--- src/rtl/cbus_rr_arbiter.sv ---
// cbus_rr_arbiter: N-channel cache-bus arbiter with burst locking, beat counting and protocol-error pulse
// Define CBUS_ARB_FIXED_PRIO_EN for fixed lowest-index-wins priority instead of round-robin.
package cbus_pkg;
  typedef logic [7:0] mlen_t;
  localparam mlen_t MLEN1   = 8'd0;
  localparam mlen_t MLEN4   = 8'd3;
  localparam mlen_t MLEN8   = 8'd7;
  localparam mlen_t MLEN16  = 8'd15;
  localparam mlen_t MLEN256 = 8'd255;
  typedef struct packed {
    logic        valid;
    logic        wr;
    logic [31:0] addr;
    mlen_t       len;
    logic [31:0] wdata;
  } cbus_req_t;
  typedef struct packed {
    logic        ready;
    logic        last;
    logic [31:0] rdata;
  } cbus_resp_t;
endpackage

module cbus_rr_arbiter
  import cbus_pkg::*;
#(
  parameter int NUM_CH = 2,
  parameter int IDX_W  = $clog2(NUM_CH)
) (
  input  logic             clk,
  input  logic             resetn,
  input  cbus_req_t        ireqs  [NUM_CH],
  output cbus_resp_t       iresps [NUM_CH],
  output cbus_req_t        oreq,
  input  cbus_resp_t       oresp,
  output logic [IDX_W-1:0] grant_idx,
  output logic             busy,
  output logic             proto_err
);
  typedef enum logic {IDLE, BUSY} state_t;
  state_t           state_q, state_d;
  logic [IDX_W-1:0] grant_q, grant_d, base, pick, cand;
  logic [8:0]       beat_q, beat_d;
  logic             err_q, err_d, found, fin, abort;
`ifdef CBUS_ARB_FIXED_PRIO_EN
  assign base = IDX_W'(NUM_CH - 1);
`else
  logic [IDX_W-1:0] ptr_q, ptr_d;
  assign base = ptr_q;
  // remember the last owner so the next scan starts just after it
  always_comb ptr_d = (state_q == BUSY && (fin || abort)) ? grant_q : ptr_q;
  // round-robin pointer register
  always_ff @(posedge clk or negedge resetn)
    if (!resetn) ptr_q <= IDX_W'(NUM_CH - 1);
    else ptr_q <= ptr_d;
`endif
  // pick the first valid channel scanning base+1, base+2, ... modulo NUM_CH
  always_comb begin
    found = 1'b0;
    pick  = '0;
    cand  = '0;
    for (int k = 1; k <= NUM_CH; k++) begin
      cand = IDX_W'((int'(base) + k) % NUM_CH);
      if (!found && ireqs[cand].valid) begin
        found = 1'b1;
        pick  = cand;
      end
    end
  end
  // next-state, bus muxing, beat counting and burst/abort error detection
  always_comb begin
    state_d = state_q;
    grant_d = grant_q;
    beat_d  = beat_q;
    err_d   = 1'b0;
    fin     = 1'b0;
    abort   = 1'b0;
    oreq    = '0;
    iresps  = '{default: '0};
    if (state_q == IDLE) begin
      state_d = found ? BUSY : IDLE;
      grant_d = found ? pick : grant_q;
      beat_d  = '0;
    end else begin
      fin             = oresp.ready && oresp.last;
      abort           = !ireqs[grant_q].valid && !fin;
      oreq            = ireqs[grant_q];
      oreq.valid      = ireqs[grant_q].valid && !abort;
      iresps[grant_q] = oresp;
      beat_d          = oresp.ready ? beat_q + 9'd1 : beat_q;
      state_d         = (fin || abort) ? IDLE : BUSY;
      err_d           = abort || (fin && beat_q != {1'b0, ireqs[grant_q].len});
    end
  end
  // state registers; reset releases the bus immediately
  always_ff @(posedge clk or negedge resetn)
    if (!resetn) begin
      state_q <= IDLE;
      grant_q <= '0;
      beat_q  <= '0;
      err_q   <= 1'b0;
    end else begin
      state_q <= state_d;
      grant_q <= grant_d;
      beat_q  <= beat_d;
      err_q   <= err_d;
    end
  assign busy      = state_q == BUSY;
  assign grant_idx = grant_q;
  assign proto_err = err_q;
endmodule

--- config.mk ---
export PLATFORM = sky130hd
export DESIGN_NAME = cbus_rr_arbiter
export DESIGN_NICKNAME = d
export VERILOG_FILES = /design/src/rtl/cbus_rr_arbiter.sv
export SDC_FILE = /design/constraint.sdc
export NUM_CORES = 1
export LEC_CHECK = 0
export ABC_AREA = 1
export CAP_MARGIN = 20
export CORE_AREA = 8 8 121 123
export CTS_CLUSTER_DIAMETER = 40
export CTS_CLUSTER_SIZE = 14
export DETAILED_ROUTE_END_ITERATION = 16
export DIE_AREA = 0 0 129 131
export PLACE_DENSITY_LB_ADDON = 0.3
export SYNTH_ARGS = -nofsm -noshare
export SYNTH_HDL_FRONTEND = slang
export SYNTH_SLANG_ARGS = --single-unit
--- constraint.sdc ---
create_clock -name clk -period 1.2 [get_ports clk]
set_input_delay 0.18 -clock clk [delete_from_list [all_inputs] [get_ports clk]]
set_output_delay 0.18 -clock clk [all_outputs]
set_load 0.01 [all_outputs]
# == Word-level counts from Yosys, hierarchy flattened ==
# Cells that the tools add are included.
# classes
add_sub_neg,3
n_mul,0
div_mod_pow,0
n_lt_le_gt_ge,4
eq_ne,2
shifts,0
mux,25
bitwise,5
n_reduce_logical,15
# ops
operator,count
74-bit two-way mux,10
68-bit AND,1
68-bit two-way mux,1
34-bit demux with 1-bit select,1
34-bit two-way mux,1
9-bit two-way mux,2
1-bit two-way mux,10
9-bit by 1-bit adder with 9-bit output (second input constant),1
9-bit by 8-bit != test with 1-bit output,1
1-bit logical AND,7
2-bit >= comparator (second input constant),3
1-bit NOT with 2-bit output,3
1-bit zero test,4
1-bit logical OR,3
1-bit adder (second input constant),2
2-bit by 1-bit less-than comparator with 1-bit output (second input constant),1
2-bit != test (second input constant),1
2-bit AND reduction,1
1-bit NOT,1
# totals
regBits,13
latch_bits,0
ram_bits,0
romBits,0
inputBits,184
out_inout_bits,145
wordCells,59
memories,0

# == Logic depth before layout (Yosys ltp) ==
# depth
depth_word,11
mapped_depth,10
depth_no_buf,9

# == Worst setup path after synthesis ==
# OpenSTA, ideal clock, no wires.
# synth_timing
path_kind,reg2out
startpoint,reg grant_q (netlist: grant_idx)
endpoint,out oreq[65] (netlist bit)
arrival_ns,1.279
path_slack_ns,-0.259
path_stages_with_launch,7
n_path_buf,3
path_cell_list,dfrtp_1 inv_2 buf_6 buf_4 buf_2 nand2_1 a21oi_1
# synth_rtl
item,line,source
from (decl),42,"logic [IDX_W-1:0] grant_q, grant_d, base, pick, cand;"
from (signal assigned),104,grant_q <= grant_d;
to (decl),34,"output cbus_req_t oreq,"

==> results.py <==
metrics = {
    "sta": {
        "rsz0062_at_grt": "yes",
        "drv_slew": 0,
        "whs_ps": 131,
        "post-route-period-util_pct": 136,
        "clock.fmax_mhz": 614,
        "relSlewSlack_pct": 83.9,
        "clock-skew-final_ps": 0.813,
        "post-route-min-period_ps": 1630,
        "hold_violations": 0,
        "setup_viol": 147,
        "tightest_slew_ps": 240,
        "setup_ws_ps": -429,
    },
    "floorplanning": {
        "io_pins": 329,
        "std_cell_rows": 42,
        "core_mm2": 0.0129,
        "die_y_um": 131,
        "start_util_pct": 17.7,
        "fp.dieW_um": 129,
        "die-area_mm2": 0.0169,
    },
    "synthesis": {
        "avgSynthCellArea_um2": 4.77,
        "synth.ff_latch_count": 13,
        "syn_area_mm2": 0.00227,
        "yosysWarnings": 0,
        "ys_seq_area_share_pct": 14.4,
        "syn_nets": 662,
        "synth.distinct_cells": 22,
        "synth_cells": 477,
    },
    "finish": {
        "layout-drive-gt1-share_pct": 45.4,
        "final_common_cell": "clkdlybuf4s50_1",
        "fillers": 1301,
        "fin_area_mm2": 0.00698,
        "area_growth_pct": 207,
        "antenna_cells": 0,
        "multi_input_area_mm2": 0.00232,
        "regArea_um2": 330,
        "final_cell_mix": "clkdlybuf4s50_1, nand2_1, buf_2, a21oi_2, inv_1",
        "fin_nets": 1037,
    },
    "routing": {
        "vias": 4443,
        "drtIter0Drc": 68,
        "avgViaCountPerCell": 4.33,
        "ant_nets": 0,
        "drc": 0,
        "dr.pass1.iters": 4,
        "wl_per_cell_um": 16.6,
        "routed_wl_um": 17100,
    },
    "global_routing": {
        "overflow": 0,
        "antenna_found_initial": 0,
        "grt_first_pass_wirelength_um": 22100,
        "grt_pass1_vias": 4165,
        "global_route.usage.total_pct": 16.4,
        "grt_max_degree": 35,
    },
    "worst_setup_path": {
        "cp.required_ps": 1020,
        "crit_chain": "clkinv_4 > buf_4 > nand2_8 > clkbuf_16 > nor2_1 > buf_2",
        "startpoint": "grant_idx$_DFFE_PN0P_",
        "r2r_end": "proto_err$_DFF_PN0_",
        "slowest_stage": "dfrtp_2",
        "cp-start-kind": "flop",
        "r2r_slack_ps": -340,
        "r2r-start": "grant_idx$_DFFE_PN0P_",
        "path_max_fanout": 8,
        "crit_path_end": "iresps[39]",
        "crit_type": "reg -> out",
        "critPathMaxStageDelay_ps": 450,
        "cp_top_family": "buffers and inverters",
        "path_depth": 6,
        "cp-end-kind": "primary output",
        "path_buf_inv": 4,
        "cp_data_arrival_time_ps": 1450,
        "reg2reg_depth": 11,
    },
    "place": {
        "portBuffers": 328,
        "pre_cts_ws_ps": -612,
        "dpl_cell_area_mm2": 0.00632,
        "routabilityCongestion": 0.785,
        "dp_hpwl_um": 13100,
    },
    "worst_hold_path": {
        "hold_class": "in -> async",
    },
    "clock_tree": {
        "cts_buffer_depth": 2,
        "clock-sinks": 13,
        "cts_tree": "done",
        "cts-buffers-inserted": 3,
        "clk_pin_slew_ps": 40,
        "root_buffer": "clkbuf_16",
        "clk_latency_ps": 240,
        "htreeDepth": 1,
        "cts_hold_buf": 0,
    },
    "outcome": {
        "violations": "setup timing",
        "status": "finished with violations",
    },
    "pwr": {
        "ir_drop_v": 0.000818,
        "p_leak_uw": 0.00336,
        "p_per_area_mw_per_mm2": 1980,
    },
    "run": {
        "max-cap-violations": 0,
    },
}
[cells by family (layout without fill, tap and decap cells)]
logic type / after synthesis / in the layout / share of synthesized area, %
AND/OR/NAND/NOR: 287 / 287 / 48.5
AO/OA/AOI/OAI: 89 / 89 / 19.8
buffers and inverters: 87 / 461 / 16.7
flip-flops: 13 / 13 / 14.4
adder cells (fa/ha/maj): 1 / 1 / 0.550
[flip-flops by register name (all words and copies together) (netlist names)]
register and count:
base 1, beat_q 9, busy 1, grant_idx 1
proto_err 1
[metal layers]
| layer | track usage [%] | up-vias | part of all wire [%] |
|---|---|---|---|
| met3 | 6.41 | 21 | 10 |
| met1 | 16.2 | 1992 | 34 |
| li1 | - | 2208 | - |
| met5 | 0 | - | 0 |
| met2 | 31.5 | 222 | 54 |
| met4 | 3.94 | 0 | 1.8 |
[synth_stat cells]
library cell / n / area, µm²
nand2_1: 184 / 691
nor2_1: 87 / 327
a21oi_1: 77 / 385
inv_1: 54 / 203
clkbuf_1: 12 / 45.0
dfrtp_1: 12 / 300
buf_2: 10 / 50.1
nand3_1: 10 / 50.1
o21ai_0: 8 / 40.0
buf_4: 7 / 52.6
nand2_2: 3 / 18.8
buf_6: 2 / 22.5
o21ai_1: 2 / 10.0
a211oi_1: 1 / 7.51
clkinv_1: 1 / 3.75
dfstp_2: 1 / 26.3
ha_1: 1 / 12.5
inv_2: 1 / 3.75
nand4_1: 1 / 6.26
nor3_1: 1 / 5.00
o21bai_1: 1 / 7.51
or2_2: 1 / 6.26
[what timing repair did]
action / CTS / global route
setup buffers: 4 / 17
resized for setup: 495 / 280
endpoints found under the setup margin: 152 / 153
gates cloned: 1 / 12
pin swaps: 1 / 32
[worst register-to-register path: cells and delay by family (launching register included)]
family | cells | cell delay (ps)
simple gates | 8 | 560
flops | 1 | 450
buf+inv | 3 | 410
[metrics by stage]
stage,util [%],cells,TNS (ps),power (µW)
CTS,48.6,999,-52920,11500
floorplan,-,477,-9580,5840
global placement,49.1,990,-71710,11400
global route,54.2,1027,-59300,14800
detailed placement,49.1,990,-75740,11500
finish,54.2,1027,-50400,13800
[cell type report]
class / count / area share [%]
clock buffers: 4 / 1.13
inverters: 56 / 3.19
multi-input cells: 377 / 33.2
flip-flops and latches: 13 / 4.73
well taps: 176 / 3.16
repair buffers: 401 / 54.6
[report_power, final]
part,switching [µW],internal (µW),leakage [µW]
Clock,186,448,0.0000382
Combinational,6450,6080,0.00316
Sequential,119,561,0.000167
[worst min path at each step]
stage	from	to	slack, ps	depth (start not counted)
after floorplan	resetn	beat_q[0]$_DFFE_PN0P_	-120	0
after global placement	resetn	beat_q[7]$_DFFE_PN0P_	390	1
after detailed placement	resetn	beat_q[7]$_DFFE_PN0P_	400	1
after CTS	resetn	beat_q[7]$_DFFE_PN0P_	140	1
after global routing	resetn	grant_idx$_DFFE_PN0P_	140	1
final	resetn	beat_q[7]$_DFFE_PN0P_	130	1
No activity file was read; power rests on OpenSTA's default activity.
